## src/rtl/load_store_unit.sv

```systemverilog
// RV32I load/store unit: byte-addressed requests to a word-addressed memory without byte enables.
// Optional macro LSU_PERF_CNT_EN builds load/store/error response counters.
module load_store_unit #(
    parameter int DATA_WIDTH   = 32,
    parameter int MEMORY_DEPTH = 1024
) (
    input  logic                  clk_i,
    input  logic                  rst_i,
    input  logic                  req_valid_i,
    output logic                  req_ready_o,
    input  logic                  req_we_i,
    input  logic [2:0]            req_funct3_i,
    input  logic [DATA_WIDTH-1:0] req_addr_i,
    input  logic [DATA_WIDTH-1:0] req_wdata_i,
    output logic                  rsp_valid_o,
    output logic [DATA_WIDTH-1:0] rsp_rdata_o,
    output logic                  rsp_err_o,
    output logic [DATA_WIDTH-1:0] mem_address_o,
    output logic [DATA_WIDTH-1:0] mem_write_data_o,
    output logic                  mem_write_enable_o,
    input  logic [DATA_WIDTH-1:0] mem_read_data_i,
    output logic [DATA_WIDTH-1:0] load_count_o,
    output logic [DATA_WIDTH-1:0] store_count_o,
    output logic [DATA_WIDTH-1:0] err_count_o
);

    typedef enum logic [2:0] {
        S_IDLE,
        S_LOAD,
        S_STORE,
        S_RMW_RD,
        S_RMW_WR,
        S_RESP
    } state_t;

    state_t                r_state;
    logic [1:0]            r_lane;
    logic [2:0]            r_funct3;
    logic [DATA_WIDTH-1:0] r_wdata;
    logic                  r_is_load;
    logic [DATA_WIDTH-1:0] r_mem_address;
    logic [DATA_WIDTH-1:0] r_mem_wdata;
    logic                  r_rsp_valid;
    logic [DATA_WIDTH-1:0] r_rsp_rdata;
    logic                  r_rsp_err;

    logic                  w_accept;
    logic                  w_bad_funct3;
    logic                  w_misaligned;
    logic                  w_out_of_range;
    logic                  w_err;
    logic [DATA_WIDTH-1:0] w_word_idx;
    logic [7:0]            w_byte;
    logic [15:0]           w_half;
    logic [DATA_WIDTH-1:0] w_load_data;
    logic [4:0]            w_shift;
    logic [DATA_WIDTH-1:0] w_mask;
    logic [DATA_WIDTH-1:0] w_merged;

    assign req_ready_o = (r_state == S_IDLE);
    assign w_accept    = req_valid_i && req_ready_o;
    assign w_word_idx  = {2'b00, req_addr_i[DATA_WIDTH-1:2]};

    always_comb begin
        w_bad_funct3 = 1'b0;
        if (req_we_i)
            w_bad_funct3 = (req_funct3_i[2] || (req_funct3_i[1:0] == 2'd3));
        else
            w_bad_funct3 = (req_funct3_i[1:0] == 2'd3) || (req_funct3_i == 3'd6);
        w_misaligned   = ((req_funct3_i[1:0] == 2'd1) && req_addr_i[0])
                      || ((req_funct3_i[1:0] == 2'd2) && (req_addr_i[1:0] != 2'b00));
        w_out_of_range = (w_word_idx >= DATA_WIDTH'(MEMORY_DEPTH));
        w_err          = w_bad_funct3 || w_misaligned || w_out_of_range;
    end

    // Lane extraction and sign/zero extension of the memory word for loads.
    always_comb begin
        w_byte = 8'h00;
        case (r_lane)
            2'd0:    w_byte = mem_read_data_i[7:0];
            2'd1:    w_byte = mem_read_data_i[15:8];
            2'd2:    w_byte = mem_read_data_i[23:16];
            default: w_byte = mem_read_data_i[31:24];
        endcase
        w_half = r_lane[1] ? mem_read_data_i[31:16] : mem_read_data_i[15:0];
        case (r_funct3)
            3'd0:    w_load_data = {{24{w_byte[7]}}, w_byte};
            3'd1:    w_load_data = {{16{w_half[15]}}, w_half};
            3'd4:    w_load_data = {24'h000000, w_byte};
            3'd5:    w_load_data = {16'h0000, w_half};
            default: w_load_data = mem_read_data_i;
        endcase
    end

    always_comb begin
        w_shift = 5'd0;
        w_mask  = '0;
        if (r_funct3[0]) begin
            w_shift = {r_lane[1], 4'b0000};
            w_mask  = 32'h0000_FFFF << w_shift;
        end else begin
            w_shift = {r_lane, 3'b000};
            w_mask  = 32'h0000_00FF << w_shift;
        end
        w_merged = (mem_read_data_i & ~w_mask) | ((r_wdata << w_shift) & w_mask);
    end

    // NOTE: write enable is decoded from state, not registered, so an async reset drops it immediately.
    assign mem_write_enable_o = (r_state == S_STORE) || (r_state == S_RMW_WR);

    // NOTE: sequential state uses non-blocking assignments so every register samples pre-edge values.
    always_ff @(posedge clk_i or posedge rst_i) begin
        if (rst_i) begin
            r_state       <= S_IDLE;
            r_lane        <= 2'b00;
            r_funct3      <= 3'd0;
            r_wdata       <= '0;
            r_is_load     <= 1'b0;
            r_mem_address <= '0;
            r_mem_wdata   <= '0;
            r_rsp_valid   <= 1'b0;
            r_rsp_rdata   <= '0;
            r_rsp_err     <= 1'b0;
        end else begin
            case (r_state)
                S_IDLE: begin
                    if (w_accept) begin
                        r_lane    <= req_addr_i[1:0];
                        r_funct3  <= req_funct3_i;
                        r_wdata   <= req_wdata_i;
                        r_is_load <= !req_we_i;
                        if (w_err) begin
                            r_rsp_valid <= 1'b1;
                            r_rsp_err   <= 1'b1;
                            r_rsp_rdata <= '0;
                            r_state     <= S_RESP;
                        end else begin
                            r_mem_address <= w_word_idx;
                            if (!req_we_i) begin
                                r_state <= S_LOAD;
                            end else if (req_funct3_i[1:0] == 2'd2) begin
                                r_mem_wdata <= req_wdata_i;
                                r_state     <= S_STORE;
                            end else begin
                                r_state <= S_RMW_RD;
                            end
                        end
                    end
                end
                S_LOAD: begin
                    r_rsp_rdata <= w_load_data;
                    r_rsp_valid <= 1'b1;
                    r_state     <= S_RESP;
                end
                S_STORE: begin
                    r_rsp_valid <= 1'b1;
                    r_state     <= S_RESP;
                end
                S_RMW_RD: begin
                    r_mem_wdata <= w_merged;
                    r_state     <= S_RMW_WR;
                end
                S_RMW_WR: begin
                    r_rsp_valid <= 1'b1;
                    r_state     <= S_RESP;
                end
                S_RESP: begin
                    r_rsp_valid <= 1'b0;
                    r_rsp_rdata <= '0;
                    r_rsp_err   <= 1'b0;
                    r_state     <= S_IDLE;
                end
                default: r_state <= S_IDLE;
            endcase
        end
    end

    assign mem_address_o    = r_mem_address;
    assign mem_write_data_o = r_mem_wdata;
    assign rsp_valid_o      = r_rsp_valid;
    assign rsp_rdata_o      = r_rsp_rdata;
    assign rsp_err_o        = r_rsp_err;

`ifdef LSU_PERF_CNT_EN
    logic [DATA_WIDTH-1:0] r_load_count;
    logic [DATA_WIDTH-1:0] r_store_count;
    logic [DATA_WIDTH-1:0] r_err_count;

    // Each response is counted once, in its RESP cycle; counters wrap naturally.
    always_ff @(posedge clk_i or posedge rst_i) begin
        if (rst_i) begin
            r_load_count  <= '0;
            r_store_count <= '0;
            r_err_count   <= '0;
        end else if (r_state == S_RESP) begin
            if (r_rsp_err)
                r_err_count <= r_err_count + 1'b1;
            else if (r_is_load)
                r_load_count <= r_load_count + 1'b1;
            else
                r_store_count <= r_store_count + 1'b1;
        end
    end

    assign load_count_o  = r_load_count;
    assign store_count_o = r_store_count;
    assign err_count_o   = r_err_count;
`else
    assign load_count_o  = '0;
    assign store_count_o = '0;
    assign err_count_o   = '0;
`endif

endmodule

```

## config.mk

```make
export PLATFORM = sky130hd
export DESIGN_NAME = load_store_unit
export DESIGN_NICKNAME = d
export VERILOG_FILES = /design/src/rtl/load_store_unit.sv
export SDC_FILE = /design/constraint.sdc
export NUM_CORES = 1
export LEC_CHECK = 0
export CAP_MARGIN = 25
export CORE_UTILIZATION = 46
export CTS_CLUSTER_SIZE = 40
export DETAILED_ROUTE_END_ITERATION = 7
export PLACE_DENSITY_LB_ADDON = 0.15
export SYNTH_ARGS = -nofsm -noshare
export SYNTH_HDL_FRONTEND = slang
export SYNTH_SLANG_ARGS = --single-unit
```

## constraint.sdc

```tcl
create_clock -name clk_i -period 8 [get_ports clk_i]
set_input_delay 2.4 -clock clk_i [delete_from_list [all_inputs] [get_ports clk_i]]
set_output_delay 2.4 -clock clk_i [all_outputs]
set_load 0.01 [all_outputs]
```

==> flow_metrics.py, run 1 <==
metrics = {
    "route": {
        "vias": 5610,
        "firstDrtPassIters": 5,
        "via_per_inst": 5.23,
        "drt_iter0_markers": 463,
        "drc_errors": 0,
        "ant_nets": 0,
        "drt-total-wl_um": 18700,
        "wl_per_cell_um": 17.5,
    },
    "power": {
        "p_sw_w": 0.00110,
        "comb_power_share": 0.417,
        "intPower_w": 0.00192,
        "p_seq_frac": 0.324,
        "switching_share": 0.365,
        "p_clk_frac": 0.259,
        "vdd_drop_max_uv": 167,
        "p_leak_nw": 4.29,
        "powerDensity_mw_per_mm2": 330,
    },
    "synth": {
        "synth_flop_cell": "dfrtp_1",
        "ys_warn_count": 0,
        "synth-compound-area-share": 0.167,
        "synthXorXnorAreaFrac": 0.00129,
        "async_flop_share": 1.00,
        "synth_top_family_by_area": "compound AO/OA/AOI/OAI gates",
        "synth-simple-area-share": 0.0993,
        "synth.avg_cell_area_um2": 9.80,
        "synth.cell_area_mm2": 0.00679,
        "syn_inst": 693,
        "synth.distinct_cells": 43,
        "ys_seq_elements": 120,
        "synthMuxAreaShare": 0.136,
        "synth_edf_count": 0,
        "synthAdderAreaFrac": 0,
        "ys_seq_area_frac": 0.442,
    },
    "layout": {
        "antenna_cells": 0,
        "final_cell_mix": "200 x clkdlybuf4s50_1, 120 x dfrtp_1, 98 x conb_1, 66 x nand2_1, 50 x mux2_2",
        "fillers": 1211,
        "final_area_mm2": 0.00917,
        "fin_cells": 1072,
        "area_delta_synth_final_pct": 35.1,
        "mostFrequentLayoutCell": "clkdlybuf4s50_1",
        "fin_nets": 978,
        "drive_above_1_share": 0.123,
    },
    "timing": {
        "max_freq_mhz": 229,
        "slew_headroom": 0.341,
        "hold_viol": 0,
        "fin_crit_ps": 4360,
        "skew_ps": 6.10,
        "finalSetupViolCount": 0,
        "final.period_utilization": 0.545,
        "worst_pin_slew_ps": 989,
        "drv_slew": 0,
        "fin_setup_tns_ps": 0,
        "rsz0062_at_grt": "no",
    },
    "worst_setup_path": {
        "critPathLaunch": "r_state[1]",
        "r2r_cells": 6,
        "crit_fanout": 8,
        "startpoint_type": "flop",
        "crit_end": "req_ready_o",
        "rrSetupSlack_ps": 5270,
        "worstPathRequired_ps": 5600,
        "crit_path_end_kind": "output port",
        "crit_arrival_ps": 1960,
        "path_class": "reg2out",
        "rr_startpoint": "r_funct3[0]",
        "r2r-end": "mem_write_data_o[4]",
    },
    "grt": {
        "grt_pass1_vias": 5401,
        "antenna_found_initial": 0,
        "busiest_layer": "met2",
        "use_met2": 0.382,
        "grt_pass1_wl_um": 28400,
        "grt_util_all_layers": 0.252,
        "grt_use_met1": 0.320,
        "met3_usage": 0.0798,
        "globalRoute.totalOverflow": 0,
        "grt_max_degree": 65,
    },
    "clock_network": {
        "cts_buffers": 17,
        "cts.sinks": 120,
        "clkSlewWorstSetupHoldPaths_ps": 50,
        "cts_max_level": 4,
        "cts_root_buffer": "clkbuf_16",
        "clockBufferDepth": 2,
        "cts_setup_buffers": 0,
        "cts_resized": 0,
        "clock_latency_ps": 410,
        "cts_tree": "built",
        "holdBufCountCts": 0,
    },
    "outcome": {
        "status": "complete, no violations",
    },
    "placed_design": {
        "place_area_mm2": 0.00856,
        "dpl.hpwl_um": 13700,
        "numPortBuffers": 200,
        "dpl.cell_count": 1039,
        "place_congestion": 0.894,
    },
    "die": {
        "core_area_mm2": 0.0145,
        "die-height_um": 124,
        "dieArea_mm2": 0.0153,
        "num_rows": 44,
        "ioPinCount": 299,
        "start_util": 0.469,
        "die-width_um": 124,
    },
    "flow_run": {
        "drv_cap": 0,
    },
    "min_path": {
        "hp-class": "reg2reg",
    },
}
## Yosys cell counts, drive strengths merged (2+ instances only)
| cell | count | area (µm²) |
|---|---|---|
| a21o | 9 | 67.6 |
| a21oi | 29 | 149 |
| a221oi | 10 | 87.6 |
| a22o | 10 | 87.6 |
| a31oi | 15 | 93.8 |
| and2 | 21 | 131 |
| buf | 122 | 855 |
| clkbuf | 21 | 78.8 |
| dfrtp | 120 | 3000 |
| inv | 29 | 109 |
| mux2 | 62 | 732 |
| mux2i | 17 | 170 |
| nand2 | 66 | 248 |
| nand2b | 2 | 12.5 |
| nand3 | 3 | 15.0 |
| nor2 | 44 | 165 |
| nor2b | 3 | 18.8 |
| nor4 | 5 | 31.3 |
| o21ai | 45 | 229 |
| o22ai | 17 | 106 |
| o2bb2ai | 23 | 201 |
| o31ai | 8 | 60.1 |
| or3 | 2 | 17.5 |
## registers in the layout, summed over array words and instances, names as in the netlist
| name | cells |
|---|---|
| mem_address_o | 30 |
| mem_write_data_o | 32 |
| r_funct3 | 3 |
| r_lane | 2 |
| r_state | 3 |
| r_wdata | 16 |
| rsp_err_o | 1 |
| rsp_rdata_o | 32 |
| rsp_valid_o | 1 |
## how the worst min path moves through the flow
stage,from,to,slack [ps],depth (start not counted)
finish,rsp_rdata_o[8],rsp_rdata_o[8],480,1
global route,mem_address_o[18],mem_address_o[18],500,1
CTS,rsp_rdata_o[8],rsp_rdata_o[8],480,1
detailed placement,rsp_rdata_o[8],rsp_rdata_o[8],470,1
global placement,mem_address_o[14],mem_address_o[14],470,1
floorplan,r_wdata[15],r_wdata[15],510,1
## cells by family after synthesis
logic type,count (synthesis)
mux,80
buf+inv,173
simple gates,149
xor+xnor,1
flops,120
other cells,1
compound gates,169
## through the flow
stage / util / power, W / setup WS [ps] / hold slack (ps)
global route: 0.634 / 0.00319 / 3540 / 498
finish: 0.634 / 0.00303 / 3640 / 476
CTS: 0.633 / 0.00303 / 3650 / 478
detailed placement: 0.591 / 0.00223 / 3430 / 466
floorplan: - / 0.00172 / 2410 / 505
global placement: 0.589 / 0.00220 / 3520 / 469
## power by group through the flow
stage | combinational (W) | clock [W] | sequential, W
after floorplan | 0.000744 | 0 | 0.000972
after global placement | 0.00122 | 0 | 0.000977
after detailed placement | 0.00125 | 0 | 0.000982
after CTS | 0.00125 | 0.000798 | 0.000977
after global routing | 0.00136 | 0.000831 | 0.000999
final | 0.00126 | 0.000784 | 0.000981
## cell type report
cell class / count / area, µm² / area share
multi-input cells: 497 / 3130 / 0.341
flip-flops and latches: 120 / 3000 / 0.327
repair buffers: 209 / 2090 / 0.228
clock buffers: 24 / 492 / 0.0536
well taps: 184 / 230 / 0.0251
clock inverters: 8 / 118 / 0.0128
inverters: 30 / 115 / 0.0125
## critical path: stages, from the launching register on
cell and delay [ps]:
dfrtp_1 470, nor2_1 170, nand2_1 180, inv_1 170, clkdlybuf4s50_1 560
## layer usage
metal  routed length [µm]  vias up
met4                  669        0
li1                     -     2574
met2                 8590      306
met5                    0        -
met1                 7690     2686
met3                 1790       44
(Power assumes the default switching activity.)
==> inputs of run 2 (changes only) <==
- CORE_UTILIZATION: 46 -> 43
- clock period: 8 -> 4.1 ns (I/O delays scaled with it)
==> flow_metrics.py, run 2 (same netlist as run 1, synthesis figures left out) <==
metrics = {
    "outcome": {
        "status": "complete, no violations",
    },
    "timing": {
        "final.period_utilization": 0.774,
        "hold_viol": 0,
        "finalSetupViolCount": 0,
        "max_freq_mhz": 315,
        "skew_ps": 4.07,
        "rsz0062_at_grt": "no",
        "fin_setup_tns_ps": 0,
        "slew_headroom": 0.395,
        "worst_hold_slack_ps": 483,
        "fin_crit_ps": 3170,
        "fin_ws_ps": 927,
        "drv_slew": 0,
        "worst_pin_slew_ps": 905,
    },
    "grt": {
        "grt_use_met1": 0.315,
        "grt_max_degree": 65,
        "use_met2": 0.378,
        "grt_util_all_layers": 0.242,
        "globalRoute.totalOverflow": 0,
        "antenna_found_initial": 0,
        "met3_usage": 0.0718,
        "grt_pass1_vias": 5422,
        "busiest_layer": "met2",
        "grt_pass1_wl_um": 29800,
    },
    "layout": {
        "fin_nets": 982,
        "antenna_cells": 0,
        "mostFrequentLayoutCell": "clkdlybuf4s50_1",
        "drive_above_1_share": 0.130,
        "area_delta_synth_final_pct": 36.4,
        "final_util": 0.605,
        "final_cell_mix": "200 x clkdlybuf4s50_1, 120 x dfrtp_1, 98 x conb_1, 66 x nand2_1, 50 x mux2_2",
    },
    "route": {
        "via_per_inst": 4.99,
        "drt_iter0_markers": 405,
        "ant_nets": 0,
        "drc_errors": 0,
        "firstDrtPassIters": 5,
        "wl_per_cell_um": 17.5,
        "drt-total-wl_um": 19300,
        "vias": 5499,
    },
    "clock_network": {
        "cts.sinks": 120,
        "cts_root_buffer": "clkbuf_16",
        "clock_latency_ps": 410,
        "cts_tree": "built",
        "clkSlewWorstSetupHoldPaths_ps": 50,
        "cts_resized": 0,
        "cts_max_level": 4,
        "holdBufCountCts": 0,
        "clockBufferDepth": 2,
        "cts_setup_buffers": 0,
        "cts_buffers": 17,
    },
    "worst_setup_path": {
        "crit_buf_inv": 2,
        "r2r-end": "rsp_rdata_o[8]",
        "rr_startpoint": "r_lane[0]",
        "crit_arrival_ps": 1940,
        "cp_top_family": "buffers and inverters",
        "r2r_cells": 5,
        "startpoint_type": "flop",
        "cp_slowest_cell": "clkdlybuf4s50_1",
        "rrSetupSlack_ps": 1660,
        "worstPathRequired_ps": 2870,
        "cpPeakStageDelay_ps": 560,
        "crit_path_end_kind": "output port",
        "crit_fanout": 8,
        "cp_cell_sequence": "nor2_1 > nand2_1 > inv_1 > clkdlybuf4s50_1",
        "path_class": "reg2out",
    },
    "die": {
        "num_rows": 45,
        "core_area_mm2": 0.0153,
        "ioPinCount": 299,
        "dieArea_mm2": 0.0163,
        "die-width_um": 128,
        "start_util": 0.444,
        "die-height_um": 128,
    },
    "placed_design": {
        "place_congestion": 0.875,
        "numPortBuffers": 200,
        "dpl.hpwl_um": 14200,
        "place_ws_ps": 768,
    },
    "power": {
        "power_w": 0.00599,
        "p_leak_nw": 4.31,
        "powerDensity_mw_per_mm2": 647,
        "vdd_drop_max_uv": 279,
    },
    "flow_run": {
        "drv_cap": 0,
    },
    "min_path": {
        "hp-class": "reg2reg",
        "hold_depth": 1,
        "min_from": "rsp_rdata_o[10]",
        "whs_endpoint": "rsp_rdata_o[10]",
    },
}
-- run 2: changes by cell type in the layout (fill, tap and decap cells not counted) --
cell        change
buf_16          -1
clkbuf_1        -3
buf_12          +2
clkinv_2        +1
clkinv_4        +1
inv_4           -1
buf_4           +3
clkbuf_8        -2
bufinv_16       +1
clkinvlp_4      +3
-- run 2: final cells by class --
cell class                 instances  area [µm²]
fill                            1336        6050
multi-input combinational        497        3130
sequential                       120        3000
timing repair buffer             213        2120
clock buffer                      19         453
tap                              211         264
clock inverter                    13         176
inverter                          30         116
-- run 2: worst reg2reg max path, stage by stage (launching register included) --
cell      delay, ps
dfrtp_1         530
buf_4           350
mux4_2          570
a21oi_2         410
a221oi_1        230
a21o_1          230
-- run 2: per-stage QoR --
stage,cell area [µm²],std cells
6_report,9260,1103
5_1_grt,9260,1103
4_1_cts,9260,1102
3_5_place_dp,8630,1070
2_1_floorplan,7160,790
3_3_place_gp,8630,1070
-- run 2: how the worst max path moves through the flow --
stage	from	end	slack [ps]	cells after the start
floorplan	req_addr_i[18]	mem_address_o[0]	1340	6
global placement	req_addr_i[29]	mem_address_o[2]	790	6
detailed placement	req_addr_i[12]	mem_address_o[3]	770	6
CTS	r_state[1]	req_ready_o	930	4
global route	r_state[1]	req_ready_o	830	4
finish	r_state[1]	req_ready_o	930	4
-- run 2: layer usage --
metal  up-vias  routed length, µm
li1       2577                  -
met1      2609               8260
met4         0                410
met5         -                  0
met3        27               1640
met2       286               9040
-- run 2: report_power, final --
group          internal (W)  leakage [nW]  switching [W]
clock network       0.00104         0.305       0.000544
registers           0.00156          1.57       0.000313
logic               0.00120          2.43        0.00134
==> inputs of run 3 (changes only) <==
- CORE_UTILIZATION: 43 -> 38
- clock period: 4.1 -> 2.8 ns (I/O delays scaled with it)
==> flow_metrics.py, run 3 (same netlist as run 1, synthesis figures left out) <==
metrics = {
    "clock_network": {
        "cts.sinks": 120,
        "cts_max_level": 4,
        "cts_buffers": 17,
        "cts_setup_buffers": 0,
        "holdBufCountCts": 0,
        "clockBufferDepth": 2,
        "clock_latency_ps": 420,
        "cts_tree": "built",
        "cts_root_buffer": "clkbuf_16",
        "clkSlewWorstSetupHoldPaths_ps": 60,
    },
    "placed_design": {
        "numPortBuffers": 200,
        "place_area_mm2": 0.00882,
        "place_ws_ps": -155,
        "place_congestion": 0.868,
        "dpl.hpwl_um": 15300,
    },
    "grt": {
        "grt_util_all_layers": 0.222,
        "busiest_layer": "met2",
        "use_met2": 0.356,
        "antenna_found_initial": 0,
        "met3_usage": 0.0453,
        "grt_use_met1": 0.292,
        "grt_max_degree": 49,
        "globalRoute.totalOverflow": 0,
        "grt_pass1_wl_um": 30500,
        "grt_pass1_vias": 5489,
    },
    "power": {
        "switching_share": 0.378,
        "intPower_w": 0.00542,
        "p_seq_frac": 0.325,
        "comb_power_share": 0.432,
        "p_leak_nw": 4.36,
        "p_clk_frac": 0.243,
        "p_sw_w": 0.00329,
        "power_w": 0.00871,
        "powerDensity_mw_per_mm2": 926,
        "vdd_drop_max_uv": 550,
    },
    "timing": {
        "rsz0062_at_grt": "no",
        "final.period_utilization": 0.963,
        "max_freq_mhz": 371,
        "fin_crit_ps": 2700,
        "drv_slew": 0,
        "slew_headroom": 0.442,
        "finalSetupViolCount": 0,
        "hold_viol": 0,
        "skew_ps": 6.67,
        "fin_setup_tns_ps": 0,
        "worst_pin_slew_ps": 837,
        "fin_ws_ps": 105,
    },
    "worst_setup_path": {
        "r2r_cells": 4,
        "cp_cell_sequence": "nor2_4 > nand2_2 > inv_1 > clkdlybuf4s50_1",
        "crit_path_end_kind": "output port",
        "cp_slowest_cell": "clkdlybuf4s50_1",
        "path_class": "reg2out",
        "crit_fanout": 8,
        "startpoint_type": "flop",
        "cpPeakStageDelay_ps": 560,
        "worstPathRequired_ps": 1960,
        "crit_arrival_ps": 1860,
    },
    "layout": {
        "fin_nets": 994,
        "fillers": 1565,
        "mostFrequentLayoutCell": "clkdlybuf4s50_1",
        "final_cell_mix": "200 x clkdlybuf4s50_1, 118 x dfrtp_1, 98 x conb_1, 65 x nand2_1, 50 x mux2_2",
        "antenna_cells": 0,
        "area_delta_synth_final_pct": 38.5,
        "drive_above_1_share": 0.146,
        "final_area_mm2": 0.00941,
    },
    "route": {
        "drt-total-wl_um": 20100,
        "via_per_inst": 4.99,
        "wl_per_cell_um": 17.8,
        "ant_nets": 0,
        "vias": 5633,
        "firstDrtPassIters": 5,
        "drt_iter0_markers": 377,
        "drc_errors": 0,
    },
    "die": {
        "core_area_mm2": 0.0174,
        "num_rows": 48,
        "die-height_um": 136,
        "dieArea_mm2": 0.0184,
        "start_util": 0.391,
        "ioPinCount": 299,
        "die-width_um": 136,
    },
    "min_path": {
        "hold_depth": 1,
        "hp-class": "reg2reg",
    },
    "flow_run": {
        "drv_cap": 0,
    },
    "outcome": {
        "status": "complete, no violations",
    },
}
## run 3: cell count changes in the layout (fill, tap and decap cells not counted), moves of 2 or more
cell       previous run  this run
buf_12                2         8
buf_4                11        17
clkinv_4              1         5
bufinv_16             4         1
clkinv_2              5         2
dfrtp_1             120       118
dfrtp_2               0         2
## run 3: layer usage
layer  part of all wire  vias to the layer above
li1                   -                     2610
met1               0.43                     2727
met2               0.48                      261
met3              0.065                       35
met4              0.025                        0
met5                  0                        -
## run 3: layout make-up
cell class / instances / area (µm²) / area share
Clock inverter: 13 / 123 / 0.0130
Timing Repair Buffer: 225 / 2290 / 0.243
Sequential cell: 120 / 3010 / 0.320
Inverter: 30 / 116 / 0.0124
Clock buffer: 19 / 453 / 0.0482
Tap cell: 225 / 282 / 0.0299
Multi-Input combinational cell: 497 / 3140 / 0.334
## run 3: stage by stage
step	util	hold slack (ps)	instances
4_1_cts	0.541	486	1129
2_1_floorplan	-	505	790
6_report	0.542	479	1129
3_3_place_gp	0.508	466	1097
3_5_place_dp	0.508	469	1097
5_1_grt	0.542	493	1129
## run 3: final timing paths
check	start	endpoint	slack [ps]
setup reg to reg	r_lane[1]	mem_write_data_o[17]	580
min in group asynchronous	rst_i	mem_write_data_o[26]	870
hold reg to reg	mem_address_o[25]	mem_address_o[25]	480
setup / recovery	r_state[1]	req_ready_o	100
max in group asynchronous	rst_i	r_state[1]	1320
hold / removal	mem_address_o[25]	mem_address_o[25]	480
## run 3: power by group through the flow
stage / sequential (W) / clock [W] / combinational [W]
floorplan: 0.00278 / 0 / 0.00213
global placement: 0.00281 / 0 / 0.00368
detailed placement: 0.00283 / 0 / 0.00372
CTS: 0.00281 / 0.00215 / 0.00375
global route: 0.00290 / 0.00224 / 0.00405
finish: 0.00283 / 0.00211 / 0.00376
## run 3: worst max-delay path: cells and delay by family (launching register included)
| family | cells | cell delay [ps] |
|---|---|---|
| AND/OR/NAND/NOR | 2 | 250 |
| buffers and inverters | 2 | 700 |
| flip-flops | 1 | 490 |
## run 3: timing repair
item | in CTS | in global routing
endpoints found under the hold margin | 0 | 0
gates resized for setup | 2 | 3
endpoints found under the setup margin | 1 | 1
